$ cat config.mk
export PLATFORM = sky130hd
export DESIGN_NAME = sticky_priority_arbiter
export DESIGN_NICKNAME = d
export VERILOG_FILES = /design/src/rtl/sticky_priority_arbiter_pkg.sv /design/src/rtl/sticky_priority_arbiter_pick.sv /design/src/rtl/sticky_priority_arbiter.sv
export SDC_FILE = /design/constraint.sdc
export NUM_CORES = 1
export LEC_CHECK = 0
export BUFFER_PORTS_ARGS = -buffer_cell sky130_fd_sc_hd__buf_4
export CORE_MARGIN = 2
export CORE_UTILIZATION = 40
export CTS_CLUSTER_SIZE = 24
export DETAILED_ROUTE_END_ITERATION = 16
export PLACE_DENSITY_LB_ADDON = 0.05
export SETUP_SLACK_MARGIN = 0.05
export SYNTH_ARGS = -nofsm -noshare
export SYNTH_HDL_FRONTEND = slang
export SYNTH_HIERARCHICAL = 1
export SYNTH_SLANG_ARGS = --single-unit
$ cat constraint.sdc
create_clock -name clk -period 7.33 [get_ports clk]
set_input_delay 1.0995 -clock clk [delete_from_list [all_inputs] [get_ports clk]]
set_output_delay 1.0995 -clock clk [all_outputs]
set_load 0.02 [all_outputs]
$ cat src/rtl/sticky_priority_arbiter_pkg.sv
// Shared constants for the sticky priority arbiter: selection mode encodings
// and the elaboration-time clog2 helper.
package sticky_priority_arbiter_pkg;

    localparam int ARB_FIXED = 0;
    localparam int ARB_RR    = 1;

    function automatic int clog2(input int v);
        int r;
        r = 0;
        while ((1 << r) < v) r++;
        return r;
    endfunction

endpackage

$ cat src/rtl/sticky_priority_arbiter_pick.sv
// Combinational circular first-set search: lowest set bit at or after i_start,
// wrapping past N-1 to 0. With i_start = 0 it is a plain lowest-index encoder.
module priority_pick
    import sticky_priority_arbiter_pkg::*;
#(
    parameter int N    = 32,
    parameter int IDXW = 5
) (
    input  logic [N-1:0]    i_vec,
    input  logic [IDXW-1:0] i_start,
    output logic            o_any,
    output logic [IDXW-1:0] o_index,
    output logic [N-1:0]    o_onehot
);

    localparam int            PW   = clog2(2 * N);
    localparam logic [IDXW-1:0] LAST = IDXW'(N - 1);

    logic [2*N-1:0] w_dbl;
    logic [PW-1:0]  w_pos;
    logic [IDXW-1:0] w_idx;

    assign w_dbl = {i_vec, i_vec};

    // w_pos walks the doubled vector; w_idx tracks the same position modulo N
    always_comb begin
        o_any   = 1'b0;
        o_index = '0;
        w_pos   = '0;
        w_idx   = i_start;
        for (int k = 0; k < N; k++) begin
            w_pos = PW'(i_start) + PW'(k);
            if (!o_any && w_dbl[w_pos]) begin
                o_any   = 1'b1;
                o_index = w_idx;
            end
            w_idx = (w_idx == LAST) ? '0 : w_idx + IDXW'(1);
        end
    end

    assign o_onehot = o_any ? (N'(1) << o_index) : '0;

endmodule

$ cat src/rtl/sticky_priority_arbiter.sv
// Sticky event arbiter: captures request pulses into a pending vector and
// presents one unmasked pending source at a time behind valid/ready.
module sticky_priority_arbiter
    import sticky_priority_arbiter_pkg::*;
#(
    parameter int N           = 32,
    parameter int IDXW        = 5,
    parameter int ROUND_ROBIN = 0
) (
    input  logic            clk,
    input  logic            reset,
    input  logic [N-1:0]    req,
    input  logic [N-1:0]    mask,
    input  logic            clear_all,
    output logic            out_valid,
    input  logic            out_ready,
    output logic [IDXW-1:0] out_index,
    output logic [N-1:0]    out_onehot,
    output logic [N-1:0]    pending,
    output logic            overflow,
    input  logic            overflow_clr
);

    localparam logic [IDXW-1:0] LAST = IDXW'(N - 1);

    logic [N-1:0]    r_pending;
    logic            r_valid;
    logic [IDXW-1:0] r_index;
    logic [N-1:0]    r_onehot;
    logic            r_overflow;
    logic [IDXW-1:0] r_ptr;

    logic            w_pop;
    logic [N-1:0]    w_pop_bits;
    logic [N-1:0]    w_cand;
    logic [IDXW-1:0] w_next_ptr;
    logic [IDXW-1:0] w_start;
    logic            w_ovf_set;
    logic            w_any;
    logic [IDXW-1:0] w_pick_idx;
    logic [N-1:0]    w_pick_oh;

    // A flush cancels a same-cycle pop: nothing is consumed, the pointer resets
    assign w_pop      = r_valid & out_ready & ~clear_all;
    assign w_pop_bits = w_pop ? r_onehot : '0;
    assign w_cand     = r_pending & mask & ~w_pop_bits;
    assign w_next_ptr = (r_index == LAST) ? '0 : r_index + IDXW'(1);
    assign w_ovf_set  = |(req & r_pending & ~w_pop_bits);

    // The grant loaded in the pop cycle searches from just past the one leaving
    assign w_start = (ROUND_ROBIN == ARB_RR) ? (w_pop ? w_next_ptr : r_ptr) : '0;

    priority_pick #(
        .N    (N),
        .IDXW (IDXW)
    ) u_pick (
        .i_vec    (w_cand),
        .i_start  (w_start),
        .o_any    (w_any),
        .o_index  (w_pick_idx),
        .o_onehot (w_pick_oh)
    );

    always_ff @(posedge clk or posedge reset) begin
        if (reset) begin
            r_pending  <= '0;
            r_valid    <= 1'b0;
            r_index    <= '0;
            r_onehot   <= '0;
            r_overflow <= 1'b0;
            r_ptr      <= '0;
        end else begin
            if (w_ovf_set) begin
                r_overflow <= 1'b1;
            end else if (overflow_clr) begin
                r_overflow <= 1'b0;
            end

            if (clear_all) begin
                r_pending <= req;
                r_valid   <= 1'b0;
                r_ptr     <= '0;
            end else begin
                r_pending <= (r_pending & ~w_pop_bits) | req;
                if (w_pop) begin
                    r_ptr <= w_next_ptr;
                end
                // Index and one-hot only move on a load with a winner
                if (!r_valid || w_pop) begin
                    if (w_any) begin
                        r_valid  <= 1'b1;
                        r_index  <= w_pick_idx;
                        r_onehot <= w_pick_oh;
                    end else begin
                        r_valid  <= 1'b0;
                    end
                end
            end
        end
    end

    assign out_valid  = r_valid;
    assign out_index  = r_index;
    assign out_onehot = r_onehot;
    assign pending    = r_pending;
    assign overflow   = r_overflow;

endmodule

* Yosys cells after proc, flatten, opt, wreduce, memory -nomap -nowiden *
Index checks and enable logic that the tools add are counted.

operators by class
  reductions and logical operators = 68
  bitwise gates (word level) = 10
  shift-type cells = 1
  mux-type cells = 70

operators by type and width
  cell                    count
  $and A32 B32 Y32        5
  $mux W5                 16
  $mux W32                2
  $mux W1                 38
  $logic_not A1 Y1        32
  $mux W4                 8
  $not A32 Y32            1
  $or A32 B32 Y32         1
  $reduce_or A32 Y1       1
  $shl A1 B5 Y32 const A  1
  $logic_and A1 B1 Y1     31
  $mux W3                 4
  $mux W2                 2
  $reduce_bool A2 Y1      2
  $reduce_and A3 Y1       1
  $and A1 B1 Y1           2
  $logic_or A1 B1 Y1      1
  $not A1 Y1              1

storage, ports and cells
  output and inout port bits = 71
  flip-flop bits (word level) = 71
  input bits = 69

* Longest topological paths before layout *
Gate-level depths: netlist of the first run.

  depth after elaboration = 102
  mapped depth = 133
  depth with buffers taken out = 120

* Cells and area by module *
The synthesis of the first run kept the hierarchy.

modules (own cells, without submodules)
  module                   instances  area an instance (µm²)  cells an instance  sequential area each (µm²)
  priority_pick            1          8,216.6                 1,042              0.0
  sticky_priority_arbiter  1          3,234.4                 284                1,776.7

* Worst setup path after synthesis of the first run *
OpenSTA, ideal clock, no wires.

  path type = input-to-reg
  start = input port clear_all
  end = register r_onehot[28], in the netlist out_onehot[28]
  slack = 0.699 ns
  arrival time = 6.507 ns
  cell stages on the path = 25
  library setup time = 0.125 ns
  data required time = 7.205 ns
  cells stage by stage = and3b_1 -> buf_6 -> buf_2 -> buf_2 -> nand2_1 -> and3_1 -> mux4_2 -> mux4_2 -> mux2i_1 -> and4_1 -> and4_1 -> buf_2 -> nand3_1 -> nor3_1 -> nand3_1 -> nor3_1 -> and4_1 -> nand2_1 -> o2111ai_1 -> a211oi_1 -> a211oi_1 -> nor2_1 -> nand2_1 -> nor2b_1 -> mux2_2

on the way
  elaborated cells between the ends (all ways) = 133
  classes of those cells = shift (1); mux (64); bitwise (4); reduce/logical (64)

RTL lines
  item                      line                                text
  start: declaration        sticky_priority_arbiter.sv:14       input logic clear_all,
  $not A1 Y1 (no line) (*)  n/a
  $and A1 B1 Y1 (*)         sticky_priority_arbiter.sv:44       assign w_pop = r_valid & out_ready & ~clear_all;
  $mux W32 (*)              sticky_priority_arbiter.sv:45       assign w_pop_bits = w_pop ? r_onehot : '0;
  $not A32 Y32 (*)          sticky_priority_arbiter.sv:46       assign w_cand = r_pending & mask & ~w_pop_bits;
  $and A32 B32 Y32 (*)      sticky_priority_arbiter.sv:46
  via w_cand[1]             sticky_priority_arbiter.sv:35       logic [N-1:0] w_cand;
  $logic_and A1 B1 Y1 (*)   sticky_priority_arbiter_pick.sv:33  if (!o_any && w_dbl[w_pos]) begin
  $mux W1 (*)               sticky_priority_arbiter_pick.sv:33
  (+85 left out)            n/a
  $logic_and A1 B1 Y1       sticky_priority_arbiter_pick.sv:33
  $mux W1                   sticky_priority_arbiter_pick.sv:33
  $logic_not A1 Y1          sticky_priority_arbiter_pick.sv:33
  $logic_and A1 B1 Y1       sticky_priority_arbiter_pick.sv:33
  $mux W5 (*)               sticky_priority_arbiter_pick.sv:33
  via w_pick_idx[1]         sticky_priority_arbiter.sv:40       logic [IDXW-1:0] w_pick_idx;
  $shl A1 B5 Y32 (*)        sticky_priority_arbiter_pick.sv:41  assign o_onehot = o_any ? (N'(1) << o_index) : '0;
  via w_pick_oh[28]         sticky_priority_arbiter.sv:41       logic [N-1:0] w_pick_oh;
  end signal: assignment    sticky_priority_arbiter.sv:93       r_onehot <= w_pick_oh;
  end: declaration          sticky_priority_arbiter.sv:29       logic [N-1:0] r_onehot;

Mark *: on every way through the listed nets, which the timed path passes. The rest lies on a longest branch.
A chain may end at the register's enable or synchronous reset.

* Final worst setup path of the first run *
  start = input port out_ready
  end = register r_onehot[11], in the netlist out_onehot[11]

on the way
  elaborated cells between the ends (all ways) = 133
  classes of those cells = shift (1); mux (64); bitwise (4); reduce/logical (64)

RTL lines
  item                            line                                text
  start: declaration              sticky_priority_arbiter.sv:16       input logic out_ready,
  $and A1 B1 Y1 (*) (2 in a row)  sticky_priority_arbiter.sv:44
  $mux W32 (*)                    sticky_priority_arbiter.sv:45
  $not A32 Y32 (*)                sticky_priority_arbiter.sv:46
  $and A32 B32 Y32 (*)            sticky_priority_arbiter.sv:46
  via w_cand[2]                   sticky_priority_arbiter.sv:35
  $logic_and A1 B1 Y1 (*)         sticky_priority_arbiter_pick.sv:33
  $mux W1 (*)                     sticky_priority_arbiter_pick.sv:33
  $logic_not A1 Y1                sticky_priority_arbiter_pick.sv:33
  (+81 left out)                  n/a
  $logic_and A1 B1 Y1             sticky_priority_arbiter_pick.sv:33
  $mux W1                         sticky_priority_arbiter_pick.sv:33
  $logic_not A1 Y1                sticky_priority_arbiter_pick.sv:33
  $logic_and A1 B1 Y1             sticky_priority_arbiter_pick.sv:33
  $mux W5 (*)                     sticky_priority_arbiter_pick.sv:33
  via w_pick_idx[3]               sticky_priority_arbiter.sv:40
  $shl A1 B5 Y32 (*)              sticky_priority_arbiter_pick.sv:41
  via w_pick_oh[11]               sticky_priority_arbiter.sv:41

Marks and branches as above.

==> impl_metrics.env, run 1 <==
export IMPL_maxCapViolations=0
export IMPL_hold_violations=0
export IMPL_holdWs_ps=515
export IMPL_avgSynthCellArea_um2=8.64
export IMPL_pin_count=140
export IMPL_num_vias=11700
export IMPL_relSlewSlack_pct=37.0
export IMPL_syn_area_mm2=0.0115
export IMPL_synth_top_area_share_pct=15.5
export IMPL_drc=0
export IMPL_ys_ff_latch=71
export IMPL_async_reset_ff_share_pct=100
export IMPL_place_congestion=0.960
export IMPL_synth_most_common_cell="nand2_1"
export IMPL_cts_resized=0
export IMPL_synth_top_family_by_area="multiplexers"
export IMPL_fin_util_pct=47.2
export IMPL_first_global_vias=11300
export IMPL_p_per_area_mw_per_mm2=354
export IMPL_wl_per_cell_um=24.2
export IMPL_period_share_pct=92.3
export IMPL_drt_total_wl_um=44400
export IMPL_yosys_top_cells_area="dfrtp_1, mux4_2, mux2_2"
export IMPL_clockBufferDepth=2
export IMPL_vias_per_cell=6.38
export IMPL_endpoint_kind="register"
export IMPL_grtUsageTotal_pct=28.8
export IMPL_yosys_area_top_type="dfrtp_1"
export IMPL_setup_tns_ps=0
export IMPL_syn2layout_area_growth_pct=15.5
export IMPL_grt_max_degree=72
export IMPL_drt_antenna_violating_nets=0
export IMPL_synth_adder_area_share_pct=5.57
export IMPL_die_w_um=173
export IMPL_path_clk_slew_ps=60
export IMPL_period_needed_ps=6760
export IMPL_synth_xor_area_share_pct=4.62
export IMPL_synth_compound_gate_area_share_pct=19.8
export IMPL_synth_area_mux_share_pct=27.2
export IMPL_setup_viol=0
export IMPL_cts_sinks=71
export IMPL_cts_made_buffers=9
export IMPL_yosysSeqAreaShare_pct=15.5
export IMPL_fmaxAchievable_ghz=0.148
export IMPL_synth_edf_count=0
export IMPL_hpwl_um=35800
export IMPL_cp_arrival_ps=6990
export IMPL_cpMaxStageDelayCell="mux4_2"
export IMPL_path_common_cell="buf_4"
export IMPL_seq_area_mm2=0.00178
export IMPL_start_util_pct=40.9
export IMPL_io_buffers=139
export IMPL_multi_input_area_mm2=0.00926
export IMPL_finClkSkew_ps=10.1
export IMPL_diodes=0
export IMPL_drv_slew=0
export IMPL_tightest_slew_ps=944
export IMPL_dieArea_mm2=0.0300
export IMPL_crit_path_max_incr_delay_ps=560
export IMPL_dr_pass1_iters=5
export IMPL_p_leak_nw=5.59
export IMPL_yosysUniqueCellTypes=99
export IMPL_ff2ff_setup_slack_ps=1010
export IMPL_nFillCells=2827
export IMPL_rsz0062_at_grt="no"
export IMPL_nets=1571
export IMPL_gr_total_overflow=0
export IMPL_grt_pass1_wl_um=67400
export IMPL_synth_simple_area_share_pct=22.9
export IMPL_root_buffer="clkbuf_16"
export IMPL_drive_gt1_share_pct=26.4
export IMPL_yosys_top_cells_count="nand2_1, nor2_1, mux2i_1, dfrtp_1, mux4_2"
export IMPL_worst_setup_path_type="input pin to register"
export IMPL_path_cells="buf_4 > and3b_1 > buf_12 > nand2_1 > and3_1 > mux2i_1 > mux4_2 > mux4_2 > and4_1 > and4_1 > buf_4 > nand4_1 > nand4_1 > or4_1 > a311oi_1 > o221a_2 > a21oi_1 > a21boi_0 > o21ai_0 > or3_1 > buf_4 > nor2b_1 > mux2_2"
export IMPL_hp_class="register to register"
export IMPL_drt_iter0_drc=1043
export IMPL_rows=61
export IMPL_ys_warn_count=6
export IMPL_antenna_found_initial=0
export IMPL_cts_hold_buffers_added=0
export IMPL_cp_max_fo=33
export IMPL_cts_tree="yes"
export IMPL_cts_setup_buffers=0
export IMPL_synth_top_flop_cell="dfrtp_1"
export IMPL_critPathLaunchType="input pin"
export IMPL_die_h_um=173
export IMPL_syn_instance_count=1326
export IMPL_core_area_mm2=0.0280
export IMPL_clk_latency_ps=340
export IMPL_h_tree_depth=3
export IMPL_critical_path_required_ps=7550
export IMPL_status="complete, no violations"
export IMPL_ir_drop_mv=0.267
[per-layer routing]
layer  up-vias  wire length (µm)  part of all wire, %  GRT usage, %
met1      5741             18600                   42          36.9
met4         0              1920                  4.3          12.0
met2       513             21000                   47          48.2
li1       5344                 -                    -             -
met3        96              2870                  6.5          4.73
met5         -                 0                    0             0
[cells in the final DEF (no fill, tap or decap), types with 8 or more instances in the layout]
cell type and n:
nor2b_1 30, clkbuf_16 9, o21ai_0 31, and3_1 38, nor3_1 43, and2_1 17, a211oi_1 11, nand4_1 12
inv_1 46, xnor2_1 40, o211ai_1 9, nor2_1 123, mux2_2 68, and4_1 8, or2_2 14, buf_4 159
a221oi_1 8, nand3_1 24, a22oi_1 8, a31o_2 31, o2111ai_1 11, mux2i_1 72, o22ai_1 10, xor2_1 9
mux4_2 69, or3_1 9, nand2_1 131, nand2b_1 12, o221ai_1 14, a21o_1 14, conb_1 21, ha_1 51
nor4_1 17, a31oi_1 11, dfrtp_1 71, a21oi_1 60
[stage by stage]
stage / instances / instance area [µm²] / setup WS [ps] / power [mW]
6_report: 1834 / 13200 / 568 / 4.68
5_1_grt: 1834 / 13200 / 152 / 5.04
4_1_cts: 1834 / 13200 / 562 / 4.08
3_5_place_dp: 1818 / 12900 / 222 / 3.62
3_3_place_gp: 1818 / 12900 / 333 / 3.62
2_1_floorplan: 1346 / 11500 / 699 / 3.27
[worst paths after layout]
kind / cells after the start / endpoint / start
worst max register to register: 22 / out_onehot[11] / out_valid
worst min register to register: 1 / out_index[2] / out_index[2]
min in group asynchronous: 3 / pending[12] / reset
worst max-delay path: 23 / out_onehot[11] / out_ready
max in group asynchronous: 3 / out_index[3] / reset
worst min-delay path: 1 / out_index[2] / out_index[2]
[state kept, by name (all words and copies together), names as in the netlist]
name        cells
out_onehot     32
pending        32
out_index       5
out_valid       1
overflow        1
[worst max-delay path, delay by kind of cell]
| family | cells | cell delay, ps |
|---|---|---|
| AND/OR/NAND/NOR | 10 | 2570 |
| multiplexers | 4 | 1460 |
| AO/OA/AOI/OAI | 5 | 1050 |
| buffers and inverters | 4 | 740 |
[kinds of logic (layout without fill, tap and decap cells)]
| family | Yosys count | in the layout |
|---|---|---|
| adder cells (fa/ha/maj) | 51 | 51 |
| XOR/XNOR | 54 | 54 |
| AND/OR/NAND/NOR | 514 | 514 |
| AO/OA/AOI/OAI | 306 | 306 |
| other | 1 | 21 |
| flip-flops | 71 | 71 |
| multiplexers | 213 | 213 |
| buffers and inverters | 116 | 226 |
[final cells by class]
cell class	count	share of cell area, %
Clock inverter	6	0.511
Multi-Input combinational cell	1159	70.0
Inverter	49	1.39
Timing Repair Buffer	161	9.32
Sequential cell	71	13.4
Clock buffer	10	1.81
Tap cell	378	3.57
[where the power goes]
part,switching [mW],internal (mW),total (mW),leakage [nW]
clock,0.183,0.274,0.457,0.145
sequential,0.0770,0.449,0.526,0.867
combinational,2.15,1.55,3.70,4.57
Power figures use the tool's default switching activity.
==> run 2: changes to the inputs <==
- GPL_TIMING_DRIVEN: unset -> 0
==> impl_metrics.env, run 2 (synthesis gave the netlist of run 1 again) <==
export IMPL_path_clk_slew_ps=60
export IMPL_grt_max_degree=57
export IMPL_cp_arrival_ps=7280
export IMPL_hpwl_um=37600
export IMPL_cts_tree="yes"
export IMPL_diodes=0
export IMPL_place_congestion=0.934
export IMPL_antenna_found_initial=0
export IMPL_drt_iter0_drc=1188
export IMPL_tightest_slew_ps=715
export IMPL_cpMaxStageDelayCell="mux4_2"
export IMPL_final_common_cell="buf_4"
export IMPL_cp_max_fo=10
export IMPL_cts_made_buffers=9
export IMPL_vias_per_cell=6.37
export IMPL_ir_drop_mv=0.233
export IMPL_clk_latency_ps=340
export IMPL_finalWorstSetupSlack_ps=274
export IMPL_period_share_pct=96.3
export IMPL_path_common_cell="buf_6"
export IMPL_relSlewSlack_pct=51.0
export IMPL_hold_violations=0
export IMPL_critical_path_required_ps=7550
export IMPL_fin_util_pct=48.5
export IMPL_drv_slew=0
export IMPL_cts_sinks=71
export IMPL_drt_total_wl_um=46600
export IMPL_drive_gt1_share_pct=27.5
export IMPL_dieArea_mm2=0.0300
export IMPL_clockBufferDepth=2
export IMPL_dp_cells=1864
export IMPL_maxCapViolations=0
export IMPL_endpoint_kind="register"
export IMPL_drc=0
export IMPL_pre_cts_ws_ps=-1360
export IMPL_status="complete, no violations"
export IMPL_dr_pass1_iters=5
export IMPL_io_buffers=139
export IMPL_rsz0062_at_grt="no"
export IMPL_first_global_vias=11700
export IMPL_gr_total_overflow=0
export IMPL_core_area_mm2=0.0280
export IMPL_final_cells=1888
export IMPL_p_leak_nw=5.71
export IMPL_cp_num_buf_inv=7
export IMPL_num_vias=12000
export IMPL_mostFrequentLayoutCells="buf_4, nand2_1, nor2_1"
export IMPL_crit_path_max_incr_delay_ps=570
export IMPL_fmaxAchievable_ghz=0.142
export IMPL_grt_pass1_wl_um=70900
export IMPL_syn2layout_area_growth_pct=18.5
export IMPL_critPathLaunchType="input pin"
export IMPL_h_tree_depth=3
export IMPL_setup_viol=0
export IMPL_rows=61
export IMPL_worst_setup_path_type="input pin to register"
export IMPL_nets=1625
export IMPL_die_h_um=173
export IMPL_wl_per_cell_um=24.7
export IMPL_finClkSkew_ps=7.42
export IMPL_p_per_area_mw_per_mm2=350
export IMPL_grtUsageTotal_pct=30.3
export IMPL_die_w_um=173
export IMPL_crit_family="simple AND/OR/NAND/NOR gates"
export IMPL_period_needed_ps=7060
export IMPL_root_buffer="clkbuf_16"
export IMPL_start_util_pct=40.9
export IMPL_drt_antenna_violating_nets=0
export IMPL_hp_class="register to register"
export IMPL_pin_count=140
run 2: metrics by stage:
stage	total power [mW]	instance area, µm²	TNS [ps]	hold slack (ps)
after floorplan	3.27	11500	0	636
after global placement	3.64	13000	-38530	492
after detailed placement	3.65	13100	-45370	500
after CTS	4.09	13500	0	514
after global routing	5.10	13600	0	532
final	4.75	13600	0	511
run 2: final timing paths:
check	from	end	cells past startpoint	slack (ps)
setup / recovery	clear_all	out_onehot[29]	26	270
hold / removal	out_index[1]	out_index[1]	1	510
setup reg to reg	out_valid	out_onehot[29]	25	670
hold reg to reg	out_index[1]	out_index[1]	1	510
max in group asynchronous	reset	pending[7]	3	6060
min in group asynchronous	reset	pending[14]	2	690
run 2: final cells by class:
| cell class | instances | area, µm² |
|---|---|---|
| fill | 2786 | 14400 |
| multi-input combinational | 1159 | 9390 |
| sequential | 71 | 1780 |
| timing repair buffer | 149 | 1140 |
| tap | 378 | 473 |
| buffer | 66 | 334 |
| clock buffer | 13 | 260 |
| inverter | 49 | 186 |
| clock inverter | 3 | 17.5 |
run 2: power breakdown:
part / internal, mW / switching (mW) / total (mW)
Combinational: 1.59 / 2.22 / 3.81
Clock: 0.247 / 0.173 / 0.420
Sequential: 0.449 / 0.0669 / 0.516
Total: 2.29 / 2.46 / 4.75
run 2: layer usage:
layer | global-route usage [%] | vias to the layer above | routed length [µm]
met1 | 39.1 | 5926 | 19000
met5 | 0 | - | 0
li1 | - | 5456 | -
met4 | 10.1 | 0 | 1490
met2 | 52.1 | 559 | 22700
met3 | 4.29 | 92 | 3340
run 2: worst reg2reg max path: stages, from the launching register on:
cell and delay, ps:
dfrtp_1 490, and3b_1 240, buf_6 150, buf_4 200, buf_6 170, nand2_1 100, and3_1 280, mux2i_1 150
mux4_2 490, mux4_2 570, and4_4 260, and4_1 180, clkbuf_4 190, nand3_1 230, nand4_1 110, or4_1 570
a311oi_1 390, o221a_2 260, a21oi_1 80, a21boi_0 200, o21ai_0 110, or3_1 370, buf_2 190, buf_6 170
nor2b_1 140, mux2_2 260
run 2: repair_timing:
action | 4_1_cts | 5_1_grt
endpoints found under the setup margin | 37 | 37
pin swaps | 3 | 3
setup buffers | 1 | 8
resized for setup | 20 | 18
hold buffers | 0 | 0
==> run 3: changes to the inputs <==
- BUFFER_PORTS_ARGS: -buffer_cell sky130_fd_sc_hd__buf_4 -> unset
- DONT_BUFFER_PORTS: unset -> 1
==> impl_metrics.env, run 3 (synthesis gave the netlist of run 1 again) <==
export IMPL_power_internal_mw=2.26
export IMPL_clockBufferDepth=2
export IMPL_dp_cells=1725
export IMPL_pwr_share_seq_pct=12.8
export IMPL_pin_count=140
export IMPL_power_mw=4.68
export IMPL_clk_latency_ps=340
export IMPL_p_per_area_mw_per_mm2=372
export IMPL_die_h_um=173
export IMPL_cts_tree="yes"
export IMPL_worst_setup_path_type="input pin to register"
export IMPL_setup_tns_ps=0
export IMPL_nets=1488
export IMPL_drt_iter0_drc=923
export IMPL_power_frac_comb_pct=76.7
export IMPL_drv_slew=0
export IMPL_tightest_slew_ps=772
export IMPL_cp_arrival_ps=7280
export IMPL_cts_hold_buffers_added=0
export IMPL_vias_per_cell=6.60
export IMPL_rsz0062_at_grt="no"
export IMPL_hpwl_um=37000
export IMPL_core_area_mm2=0.0280
export IMPL_finClkSkew_ps=7.52
export IMPL_final_common_cell="nand2_1"
export IMPL_cp_max_fo=10
export IMPL_grtUsageTotal_pct=29.7
export IMPL_root_buffer="clkbuf_16"
export IMPL_h_tree_depth=3
export IMPL_endpoint_kind="register"
export IMPL_wl_met3_um=3600
export IMPL_antenna_found_initial=0
export IMPL_drc=0
export IMPL_period_share_pct=95.6
export IMPL_grt_pass1_wl_um=69200
export IMPL_period_needed_ps=7010
export IMPL_cts_sinks=71
export IMPL_crit_family="simple AND/OR/NAND/NOR gates"
export IMPL_diodes=0
export IMPL_gr_total_overflow=0
export IMPL_setup_viol=0
export IMPL_die_w_um=173
export IMPL_status="complete, no violations"
export IMPL_first_global_vias=11200
export IMPL_met2WireLength_um=21700
export IMPL_start_util_pct=40.9
export IMPL_cp_num_buf_inv=4
export IMPL_cpMaxStageDelayCell="mux4_2"
export IMPL_io_buffers=0
export IMPL_maxCapViolations=0
export IMPL_hp_class="input pin to async pin"
export IMPL_clkPwrFrac_pct=10.5
export IMPL_drt_total_wl_um=45700
export IMPL_mostFrequentLayoutCells="nand2_1, nor2_1, dfrtp_1"
export IMPL_num_vias=11600
export IMPL_place_congestion=0.944
export IMPL_dieArea_mm2=0.0300
export IMPL_path_common_cell="nand2_1"
export IMPL_switching_power_mw=2.42
export IMPL_path_clk_slew_ps=60
export IMPL_dr_pass1_iters=5
export IMPL_rows=61
export IMPL_hold_violations=0
export IMPL_p_leak_nw=5.05
export IMPL_crit_path_max_incr_delay_ps=550
export IMPL_relSlewSlack_pct=48.1
export IMPL_final_cells=1751
export IMPL_drt_antenna_violating_nets=0
export IMPL_path_cells="and3b_1 > buf_6 > clkbuf_4 > buf_4 > nand2_1 > and3_1 > mux4_2 > mux4_2 > mux2i_4 > and3_1 > clkbuf_1 > nand2_1 > nor3b_1 > o22ai_1 > a31oi_1 > a31oi_1 > nor4_1 > nor3_1 > or3_1 > a31oi_2 > and2_1 > nand2_1 > nor2b_1 > mux2_2"
export IMPL_drive_gt1_share_pct=20.3
export IMPL_fmaxAchievable_ghz=0.143
export IMPL_syn2layout_area_growth_pct=9.76
export IMPL_wl_per_cell_um=26.1
export IMPL_critPathLaunchType="input pin"
export IMPL_cts_made_buffers=9
export IMPL_grt_max_degree=63
export IMPL_dr_max_layer_used="met4"
export IMPL_wl_met1_um=18700
export IMPL_critical_path_required_ps=7600
export IMPL_ir_drop_mv=0.239
export IMPL_p_sw_share_pct=51.7
run 3: power groups by stage:
stage | sequential, mW | clock [mW] | combinational, mW
after CTS | 0.601 | 0.497 | 2.94
after detailed placement | 0.606 | 0 | 2.92
final | 0.601 | 0.491 | 3.59
after global placement | 0.608 | 0 | 2.92
after floorplan | 0.567 | 0 | 2.70
after global routing | 0.610 | 0.512 | 3.91
run 3: metal layers:
| layer | up-vias | global-route usage [%] |
|---|---|---|
| met2 | 590 | 50.4 |
| li1 | 5175 | - |
| met3 | 97 | 4.93 |
| met1 | 5700 | 37.8 |
| met4 | 0 | 11.1 |
| met5 | - | 0 |
run 3: path summary, 6_finish.rpt:
| check | slack (ps) | to | startpoint | cells after the start |
|---|---|---|---|---|
| setup / recovery | 320 | out_onehot[26] | clear_all | 24 |
| hold / removal | 530 | pending[13] | reset | 1 |
| setup reg to reg | 490 | out_onehot[26] | out_valid | 24 |
| hold reg to reg | 700 | out_index[1] | out_index[1] | 1 |
| max in group asynchronous | 6240 | out_index[2] | reset | 2 |
| min in group clk | 700 | out_index[1] | out_index[1] | 1 |
run 3: layout make-up:
| type | instances | area, µm² |
|---|---|---|
| inverters | 49 | 186 |
| clock buffers | 11 | 253 |
| clock inverters | 5 | 80.1 |
| well taps | 378 | 473 |
| fillers | 2860 | 15400 |
| plain buffers | 67 | 332 |
| repair buffers | 11 | 103 |
| multi-input cells | 1159 | 9370 |
| flip-flops and latches | 71 | 1780 |
run 3: per-stage QoR:
step	setup WS, ps	cell area [µm²]	utilization, %	hold slack [ps]
after detailed placement	-1130	12000	42.9	680
after global placement	-1070	12000	42.8	687
after CTS	68.8	12400	44.4	530
after floorplan	699	11500	-	636
final	322	12600	44.9	535
after global routing	50.0	12600	44.9	539
run 3: repair_timing:
item / in CTS / in global routing
resized for setup: 16 / 18
setup buffers: 1 / 9
endpoints found under the setup margin: 37 / 33
pin swaps: 1 / 1
